File: config.mk
export PLATFORM = sky130hd
export DESIGN_NAME = cam_capture_flat
export DESIGN_NICKNAME = d
export VERILOG_FILES = /design/src/rtl/cam_pkg.sv /design/src/rtl/cam_if.sv /design/src/rtl/cam_sync.sv /design/src/rtl/cam_capture.sv /design/src/flat_wrapper.sv
export SDC_FILE = /design/constraint.sdc
export NUM_CORES = 1
export LEC_CHECK = 0
export CAP_MARGIN = 10
export CORE_MARGIN = 1.5
export CORE_UTILIZATION = 45
export CTS_BUF_LIST = sky130_fd_sc_hd__clkbuf_2 sky130_fd_sc_hd__clkbuf_4 sky130_fd_sc_hd__clkbuf_8
export DETAILED_ROUTE_END_ITERATION = 8
export GPL_ROUTABILITY_DRIVEN = 0
export PLACE_DENSITY = 0.75
export SETUP_SLACK_MARGIN = 0.2
export SLEW_MARGIN = 0
export SYNTH_ARGS = -nofsm -noshare
export SYNTH_HDL_FRONTEND = slang
export SYNTH_SLANG_ARGS = --single-unit
File: constraint.sdc
create_clock -name clk -period 2.3 [get_ports clk]
set_clock_uncertainty 0.05 [all_clocks]
set_input_delay 0.46 -clock clk [delete_from_list [all_inputs] [get_ports clk]]
set_output_delay 0.46 -clock clk [all_outputs]
set_load 0.05 [all_outputs]
File: src/rtl/cam_pkg.sv
// cam_pkg: shared state encoding, RAM geometry defaults and RGB565 -> RGB121 field positions
package cam_pkg;
    typedef enum logic [1:0] {IDLE, WAIT_VSYNC, CAPTURE, DONE} cam_state_e;
    localparam int CAM_ADDR_WIDTH = 7;
    localparam int CAM_MEM_DEPTH  = 120;
    // bit positions of R[4], G[5], G[4] in the first byte and B[4] in the second byte
    localparam int R4_BIT = 7;
    localparam int G5_BIT = 2;
    localparam int G4_BIT = 1;
    localparam int B4_BIT = 4;
    function automatic logic [3:0] rgb121(input logic [7:0] b0, input logic [7:0] b1);
        return {b0[R4_BIT], b0[G5_BIT], b0[G4_BIT], b1[B4_BIT]};
    endfunction
endpackage

File: src/rtl/cam_if.sv
// cam_if: camera parallel bus plus frame-RAM write port; slave side is the capture stage
interface cam_if import cam_pkg::*; #(parameter int ADDR_WIDTH = CAM_ADDR_WIDTH);
    logic                  cam_pclk;
    logic                  cam_vsync;
    logic                  cam_href;
    logic [7:0]            cam_data;
    logic                  mem_we;
    logic [ADDR_WIDTH-1:0] mem_addr;
    logic [3:0]            mem_data;
    modport master (output cam_pclk, cam_vsync, cam_href, cam_data, input mem_we, mem_addr, mem_data);
    modport slave (input cam_pclk, cam_vsync, cam_href, cam_data, output mem_we, mem_addr, mem_data);
endinterface

File: src/rtl/cam_sync.sv
// cam_sync: two-flop sampling of the camera bus, kept aligned, plus edge detectors
//  qualified by the pclk rising edge so every bus decision sees one consistent sample.
module cam_sync (
    input  logic       clk,
    input  logic       reset,
    input  logic       pclk_i,
    input  logic       vsync_i,
    input  logic       href_i,
    input  logic [7:0] data_i,
    output logic       pclk_rise_o,
    output logic       href_o,
    output logic [7:0] data_o,
    output logic       vsync_rise_o,
    output logic       vsync_fall_o,
    output logic       href_fall_o
);
    logic [10:0] s1_q, s2_q;
    logic        pclk3_q, vsync_p_q, href_p_q;

    always_ff @(posedge clk) begin
        if (reset) begin
            s1_q      <= '0;
            s2_q      <= '0;
            pclk3_q   <= 1'b0;
            vsync_p_q <= 1'b0;
            href_p_q  <= 1'b0;
        end else begin
            s1_q    <= {pclk_i, vsync_i, href_i, data_i};
            s2_q    <= s1_q;
            pclk3_q <= s2_q[10];
            if (pclk_rise_o) begin
                vsync_p_q <= s2_q[9];
                href_p_q  <= s2_q[8];
            end
        end
    end

    assign pclk_rise_o  = s2_q[10] & ~pclk3_q;
    assign href_o       = s2_q[8];
    assign data_o       = s2_q[7:0];
    assign vsync_rise_o = pclk_rise_o & s2_q[9] & ~vsync_p_q;
    assign vsync_fall_o = pclk_rise_o & ~s2_q[9] & vsync_p_q;
    assign href_fall_o  = pclk_rise_o & ~s2_q[8] & href_p_q;
endmodule

File: src/rtl/cam_capture.sv
// cam_capture: one-frame-per-start camera capture; assembles RGB565 pixels, decimates,
//  reduces to RGB121 and streams write strobes into the frame RAM.
module cam_capture import cam_pkg::*; #(
    parameter int ADDR_WIDTH = CAM_ADDR_WIDTH,
    parameter int MEM_DEPTH  = CAM_MEM_DEPTH,
    parameter int H_DECIM    = 4,
    parameter int V_DECIM    = 4
) (
    input  logic                clk,
    input  logic                reset,
    input  logic                start,
    cam_if.slave                cam,
    output logic                busy,
    output logic                done,
    output logic [ADDR_WIDTH:0] pix_count
);
    localparam int CW    = H_DECIM > 1 ? $clog2(H_DECIM) : 1;
    localparam int LW    = V_DECIM > 1 ? $clog2(V_DECIM) : 1;
    localparam int CNT_W = ADDR_WIDTH + 1;
    localparam logic [CW-1:0]    COL_MAX  = CW'(H_DECIM - 1);
    localparam logic [LW-1:0]    LINE_MAX = LW'(V_DECIM - 1);
    localparam logic [CNT_W-1:0] DEPTH    = CNT_W'(MEM_DEPTH);

    cam_state_e            state_q, state_d;
    logic                  phase_q, phase_d;
    logic [7:0]            byte0_q, byte0_d;
    logic [CW-1:0]         col_q, col_d;
    logic [LW-1:0]         line_q, line_d;
    logic                  we_q, we_d;
    logic [ADDR_WIDTH-1:0] addr_q, addr_d;
    logic [3:0]            data_q, data_d;
    logic [CNT_W-1:0]      cnt_q, cnt_d;
    logic                  done_q, done_d;
    logic                  pclk_rise, href_s, vsync_rise, vsync_fall, href_fall, pix_done;
    logic [7:0]            data_s;

    cam_sync u_sync (
        .clk         (clk),
        .reset       (reset),
        .pclk_i      (cam.cam_pclk),
        .vsync_i     (cam.cam_vsync),
        .href_i      (cam.cam_href),
        .data_i      (cam.cam_data),
        .pclk_rise_o (pclk_rise),
        .href_o      (href_s),
        .data_o      (data_s),
        .vsync_rise_o(vsync_rise),
        .vsync_fall_o(vsync_fall),
        .href_fall_o (href_fall)
    );

    assign pix_done = pclk_rise & href_s & phase_q;

    always_ff @(posedge clk) begin
        if (reset) begin
            state_q <= IDLE;
            phase_q <= 1'b0;
            byte0_q <= '0;
            col_q   <= '0;
            line_q  <= '0;
            we_q    <= 1'b0;
            addr_q  <= '0;
            data_q  <= '0;
            cnt_q   <= '0;
            done_q  <= 1'b0;
        end else begin
            state_q <= state_d;
            phase_q <= phase_d;
            byte0_q <= byte0_d;
            col_q   <= col_d;
            line_q  <= line_d;
            we_q    <= we_d;
            addr_q  <= addr_d;
            data_q  <= data_d;
            cnt_q   <= cnt_d;
            done_q  <= done_d;
        end
    end

    // address and count advance in the cycle after each strobe, so mem_addr == pix_count during it
    always_comb begin
        state_d = state_q;
        phase_d = pclk_rise ? (href_s & ~phase_q) : phase_q;
        byte0_d = (pclk_rise & href_s & ~phase_q) ? data_s : byte0_q;
        col_d   = pix_done ? (col_q == COL_MAX ? '0 : col_q + CW'(1)) : col_q;
        line_d  = line_q;
        we_d    = 1'b0;
        addr_d  = addr_q + ADDR_WIDTH'(we_q);
        cnt_d   = cnt_q + CNT_W'(we_q);
        data_d  = data_q;
        done_d  = done_q;
        if (href_fall) begin
            col_d  = '0;
            line_d = line_q == LINE_MAX ? '0 : line_q + LW'(1);
        end
        if (pix_done && state_q == CAPTURE && col_q == '0 && line_q == '0 && cnt_q < DEPTH) begin
            we_d   = 1'b1;
            data_d = rgb121(byte0_q, data_s);
        end
        if ((state_q == IDLE || state_q == DONE) && start) begin
            state_d = WAIT_VSYNC;
            done_d  = 1'b0;
            cnt_d   = '0;
            addr_d  = '0;
        end else if (state_q == DONE) begin
            state_d = IDLE;
            done_d  = 1'b1;
        end else if (state_q == WAIT_VSYNC && vsync_fall) begin
            state_d = CAPTURE;
            col_d   = '0;
            line_d  = '0;
        end else if (state_q == CAPTURE && (vsync_rise || cnt_q == DEPTH)) begin
            state_d = DONE;
        end
    end

    assign cam.mem_we   = we_q;
    assign cam.mem_addr = addr_q;
    assign cam.mem_data = data_q;
    assign busy         = state_q == WAIT_VSYNC || state_q == CAPTURE;
    assign done         = done_q;
    assign pix_count    = cnt_q;
endmodule

File: src/flat_wrapper.sv
// flat-port wrapper written by rule: the top's interface ports become plain ports
module cam_capture_flat import cam_pkg::*;
#(
    parameter int ADDR_WIDTH = CAM_ADDR_WIDTH,
    parameter int MEM_DEPTH  = CAM_MEM_DEPTH,
    parameter int H_DECIM    = 4,
    parameter int V_DECIM    = 4
)
  (clk, reset, start, busy, done, pix_count, cam_cam_pclk, cam_cam_vsync, cam_cam_href, cam_cam_data, cam_mem_we, cam_mem_addr, cam_mem_data);
  cam_if #(.ADDR_WIDTH(ADDR_WIDTH)) cam_i ();
  input  logic clk;
  input  logic reset;
  input  logic start;
  output logic busy;
  output logic done;
  output logic [ADDR_WIDTH:0] pix_count;
  input wire logic [$bits(cam_i.cam_pclk)-1:0] cam_cam_pclk;
  input wire logic [$bits(cam_i.cam_vsync)-1:0] cam_cam_vsync;
  input wire logic [$bits(cam_i.cam_href)-1:0] cam_cam_href;
  input wire logic [$bits(cam_i.cam_data)-1:0] cam_cam_data;
  output wire logic [$bits(cam_i.mem_we)-1:0] cam_mem_we;
  output wire logic [$bits(cam_i.mem_addr)-1:0] cam_mem_addr;
  output wire logic [$bits(cam_i.mem_data)-1:0] cam_mem_data;
  assign cam_i.cam_pclk = cam_cam_pclk;
  assign cam_i.cam_vsync = cam_cam_vsync;
  assign cam_i.cam_href = cam_cam_href;
  assign cam_i.cam_data = cam_cam_data;
  assign cam_mem_we = cam_i.mem_we;
  assign cam_mem_addr = cam_i.mem_addr;
  assign cam_mem_data = cam_i.mem_data;
  cam_capture #(.ADDR_WIDTH(ADDR_WIDTH), .MEM_DEPTH(MEM_DEPTH), .H_DECIM(H_DECIM), .V_DECIM(V_DECIM)) u_core (.clk(clk), .reset(reset), .start(start), .cam(cam_i), .busy(busy), .done(done), .pix_count(pix_count));
endmodule
# == Word-level counts from Yosys, hierarchy flattened ==
# Index checks and enable logic that the tools add are counted.
# word_totals
register_bits,61
latch_bits,0
ramBits,0
mem_bits_ro,0
in_bits,14
out_inout_bits,22
elab_cells,76
mem_count,0
# op_classes
addsub,4
multipliers,0
div,0
magnitude_cmp,1
eq_ne,6
shifts,0
mux,16
bitwise_logic,16
n_reduce_logical,17
# ops
op,count
$mux 2,13
$and 1x1->1,11
$add 8x1->8,1
$eq 2x2->1 const B,4
$eq 8x7->1 const B,1
$lt 8x7->1 const B,1
$add 7x1->7,1
$logic_and 1x1->1,7
$logic_not 2->1,3
$not 1->1,5
$add 2x1->2 const B,2
$reduce_bool 4->1,1
$logic_or 1x1->1,3
$mux 1,3
$reduce_or 3->1,1
$eq 2x1->1 const B,1
$reduce_bool 2->1,1
$reduce_or 2->1,1

# == Depth between registers and ports, before layout ==
# logic_depth
ltp_word,10
ltp_mapped,6
ltp_nobuf,6

# == Modules after synthesis ==
# A second synthesis with hierarchy kept.
# unflattened
cells_unflattened,216
area_unflattened_um2,2209.6
# by_module_without_submodules
mod,instances,cells_per_inst,area_each_um2,seq_area_each_um2
cam_capture,1,147,1368.8,620.6
cam_sync,1,69,840.8,500.5

# == Least setup slack after synthesis ==
# OpenSTA, ideal clock, no wires.
# synth_timing
path_type,register to register
startpoint,register u_core.cnt_q[0] (netlist: u_core.pix_count[0])
endpoint,register u_core.cnt_q[6] (netlist: u_core.pix_count[6])
setup_ps,70
arrival_time_ps,1649
required_time_ps,2180
slack_ps,532
stages_incl_launch_ff,6
path_buffers,0
period_less_slack_ps,1768
cell_sequence,dfxtp_1 ha_1 ha_1 nand3_1 or3_1 a21oi_1
# synth_between
elab_chain_cells,1
# synth_rtl
element,line,rtl
"start, declared",cam_capture.sv:32,"logic [CNT_W-1:0] cnt_q, cnt_d;"
"start signal, assigned",cam_capture.sv:75,cnt_q <= cnt_d;
$add 8x1->8,cam_capture.sv:89,cnt_d = cnt_q + CNT_W'(we_q);
# Every way passes these cells.
# A chain may end at the register's enable or synchronous reset.

# == Worst setup path after layout ==
# layout_timing
startpoint,register u_core.addr_q[2] (netlist: u_core.cam.mem_addr[2])
endpoint,output port cam_mem_addr[2]
# layout_rtl
element,line,rtl
"start, declared",cam_capture.sv:30,"logic [ADDR_WIDTH-1:0] addr_q, addr_d;"
"start signal, assigned",cam_capture.sv:73,addr_q <= addr_d;
"end, declared",flat_wrapper.sv:22,output wire logic [$bits(cam_i.mem_addr)-1:0] cam_mem_addr;
# No word-level cell between the ends.

==> flow_summary.json <==
{
  "htreeDepth": 2,
  "synth_compound_area_share_pct": 4.936,
  "p_int_mw": 1.203,
  "yosys.area_share.xor_xnor_pct": 4.733,
  "layout-drive-gt1-share_pct": 9.677,
  "fin_util_pct": 58.95,
  "path_cells": "clkdlybuf4s50_1",
  "synth_area_um2": 1851,
  "finalSetupViolations": 0,
  "synth_top_family_by_area": "simple AND/OR/NAND/NOR gates",
  "cp_data_required_time_ns": 1.79,
  "hpwlAfterDp_mm": 2.107,
  "finalHoldViolCount": 0,
  "wl_per_cell_um": 11.10,
  "diodes": 0,
  "clk_path_buf_depth": 2,
  "drt-total-wl_mm": 2.965,
  "max_stage_delay_ns": 0.83,
  "firstDrtPassIters": 6,
  "drt_iter0_drc": 29,
  "worst_slack_ns": 0.2605,
  "rsz0062_at_grt": "false",
  "min_path_type": "flip-flop to flip-flop",
  "synth-simple-area-share_pct": 23.12,
  "ys_seq_area_share_pct": 51.93,
  "setup_tns_ns": 0,
  "area_growth_pct": 26.50,
  "synth_nets": 205,
  "worstPathBufferInverterCount": 1,
  "die_w_um": 67.13,
  "clk-insertion-delay-late_ns": 0.30,
  "worstPathArrival_ns": 1.53,
  "syn_area_per_cell_um2": 10.28,
  "muxShareOfSynthArea_pct": 5.409,
  "grt_pass1_vias": 1037,
  "die_area_um2": 4506,
  "max_slew_margin_pct": 65.98,
  "power.density_nw_per_um2": 654.1,
  "tritoncts": "done",
  "io_pins": 36,
  "vdd_drop_max_mv": 0.5267,
  "cts_sinks": 48,
  "synth_cell_types": 34,
  "seqPwrFrac_pct": 55.5,
  "grt_max_degree": 23,
  "netlist_instances": 180,
  "p_switching_mw": 0.3284,
  "combPwrFrac_pct": 4.3,
  "cp-start-kind": "flip-flop",
  "cp_max_fo": 4,
  "critPathTopFamily": "buffers and inverters",
  "nNetsFinal": 241,
  "start_util_pct": 46.60,
  "power_frac_clock_pct": 40.2,
  "antenna_found_initial": 0,
  "synthAdderAreaFrac_pct": 7.437,
  "post_drt_via_cell_ratio": 4.798,
  "timing.max_cap.violations": 0,
  "cts.clk_slew.worst_paths_ns": 0.09,
  "cts_buffers": 5,
  "status": "completed",
  "final_cell_mix": "dfxtp_1 (48), nor2_1 (27), clkdlybuf4s50_1 (25)",
  "rows": 23,
  "numPortBuffers": 31,
  "die_height_um": 67.13,
  "place_ws_ns": 0.4658,
  "end_kind": "output port",
  "slowest_stage": "clkdlybuf4s50_1",
  "slew_violations": 0,
  "final_common_cell": "dfxtp_1",
  "grt_pass1_wl_mm": 4.726,
  "drcViolationCount": 0,
  "ctsRootBufferMaster": "clkbuf_8",
  "fmax_mhz": 490.3,
  "yosys_register_bits": 48,
  "yosys_warnings": 0,
  "grt-ovfl-total": 0,
  "core_um2": 3971,
  "finalCriticalPeriod_ns": 2.039,
  "antenna_left": 0,
  "tightestPinTransition_ns": 0.5087,
  "num_vias": 1281,
  "leakage_nw": 0.9877,
  "crit_type": "flip-flop to output port",
  "grtUsageTotal_pct": 14.44,
  "netSwitchingFraction_pct": 21.44,
  "finalCritPeriodShare_pct": 88.67
}
==> sequential cells by signal (all words and copies together) (netlist names), 2 cells and up <==
name,count
u_core.byte0_q,3
u_core.u_sync.s2_q,7
u_core.line_q,2
u_core.col_q,2
u_core.u_sync.s1_q,7
u_core.cam.mem_data,4
u_core.state_q,2
u_core.pix_count,8
u_core.cam.mem_addr,7
==> layer usage <==
metal | track usage, % | part of all wire, % | vias up
met2 | 21.91 | 45 | 22
met3 | 4.730 | 3.7 | 6
met1 | 18.15 | 49 | 588
met5 | 0 | 0 | -
li1 | - | - | 665
met4 | 7.653 | 2.3 | 0
==> power by group through the flow <==
stage | Combinational, mW | Clock (mW) | Sequential, mW
after global routing | 0.0723 | 0.663 | 0.852
after global placement | 0.0653 | 0 | 0.870
final | 0.0652 | 0.616 | 0.851
after detailed placement | 0.0661 | 0 | 0.870
after CTS | 0.0663 | 0.631 | 0.851
after floorplan | 0.0392 | 0 | 0.869
==> area by class of cell <==
| class | count | area [um^2] |
|---|---|---|
| well taps | 50 | 62.56 |
| repair buffers | 33 | 327.8 |
| clock inverters | 3 | 46.29 |
| clock buffers | 5 | 68.82 |
| flip-flops and latches | 48 | 960.9 |
| multi-input cells | 120 | 844.6 |
| fillers | 357 | 1630 |
| inverters | 8 | 30.03 |
==> kinds of logic after synthesis <==
logic type	Yosys count
mux	10
simple gates	76
xor+xnor	10
fa+ha+maj	11
compound gates	13
buf+inv	12
flops	48
==> cell usage after synthesis <==
master | n | area share (%)
xnor2_1 | 6 | 2.8
nand3_1 | 4 | 1.1
a21oi_1 | 8 | 2.2
a211oi_1 | 1 | 0.41
nand4b_1 | 1 | 0.47
nand2b_1 | 1 | 0.34
nor3_1 | 4 | 1.1
nor3b_4 | 1 | 1.0
or4_4 | 1 | 0.61
a21o_1 | 1 | 0.41
a221oi_2 | 1 | 0.81
nor3b_2 | 1 | 0.68
o21ai_0 | 1 | 0.27
nor2_1 | 27 | 5.5
dfxtp_1 | 48 | 52
nand2b_2 | 1 | 0.47
nand4_1 | 1 | 0.34
ha_1 | 11 | 7.4
nand3b_1 | 1 | 0.41
inv_1 | 8 | 1.6
and2_1 | 4 | 1.4
nand2_1 | 4 | 0.81
or2_2 | 1 | 0.34
nor2b_1 | 16 | 5.4
o32ai_2 | 1 | 0.88
and3_2 | 1 | 0.41
buf_1 | 1 | 0.20
clkbuf_1 | 3 | 0.61
mux2i_1 | 10 | 5.4
or3_1 | 1 | 0.34
nand2_2 | 1 | 0.34
and3_1 | 4 | 1.4
nand4b_2 | 1 | 0.81
xor2_1 | 4 | 1.9
==> worst paths after layout <==
| path | from | endpoint | slack [ns] | cells after the start |
|---|---|---|---|---|
| worst max-delay path | u_core.cam.mem_addr[2]$_SDFF_PP0_ | cam_mem_addr[2] | 0.26 | 1 |
| worst min-delay path | u_core.u_sync.s1_q[7]$_SDFF_PP0_ | u_core.u_sync.s2_q[7]$_SDFF_PP0_ | 0.39 | 1 |
| worst max register to register | u_core.state_q[0]$_SDFFE_PP0P_ | u_core.state_q[1]$_SDFFE_PP0P_ | 0.65 | 5 |
| worst min register to register | u_core.u_sync.s1_q[7]$_SDFF_PP0_ | u_core.u_sync.s2_q[7]$_SDFF_PP0_ | 0.39 | 1 |
==> timing repair <==
item	4_1_cts	5_1_grt
hold buffers	0	0
setup buffers	0	0
gates resized for setup	2	3
setup endpoints to repair	2	3
==> per-stage QoR <==
| step | hold WS [ns] | cells | power [mW] | area [um^2] |
|---|---|---|---|---|
| global route | 0.4138 | 267 | 1.588 | 2341 |
| CTS | 0.3944 | 267 | 1.548 | 2333 |
| detailed placement | 0.3712 | 259 | 0.9362 | 2221 |
| floorplan | 0.3638 | 180 | 0.9079 | 1851 |
| global placement | 0.3681 | 259 | 0.9351 | 2221 |
| finish | 0.3910 | 267 | 1.531 | 2341 |
(Power assumes the default switching activity.)
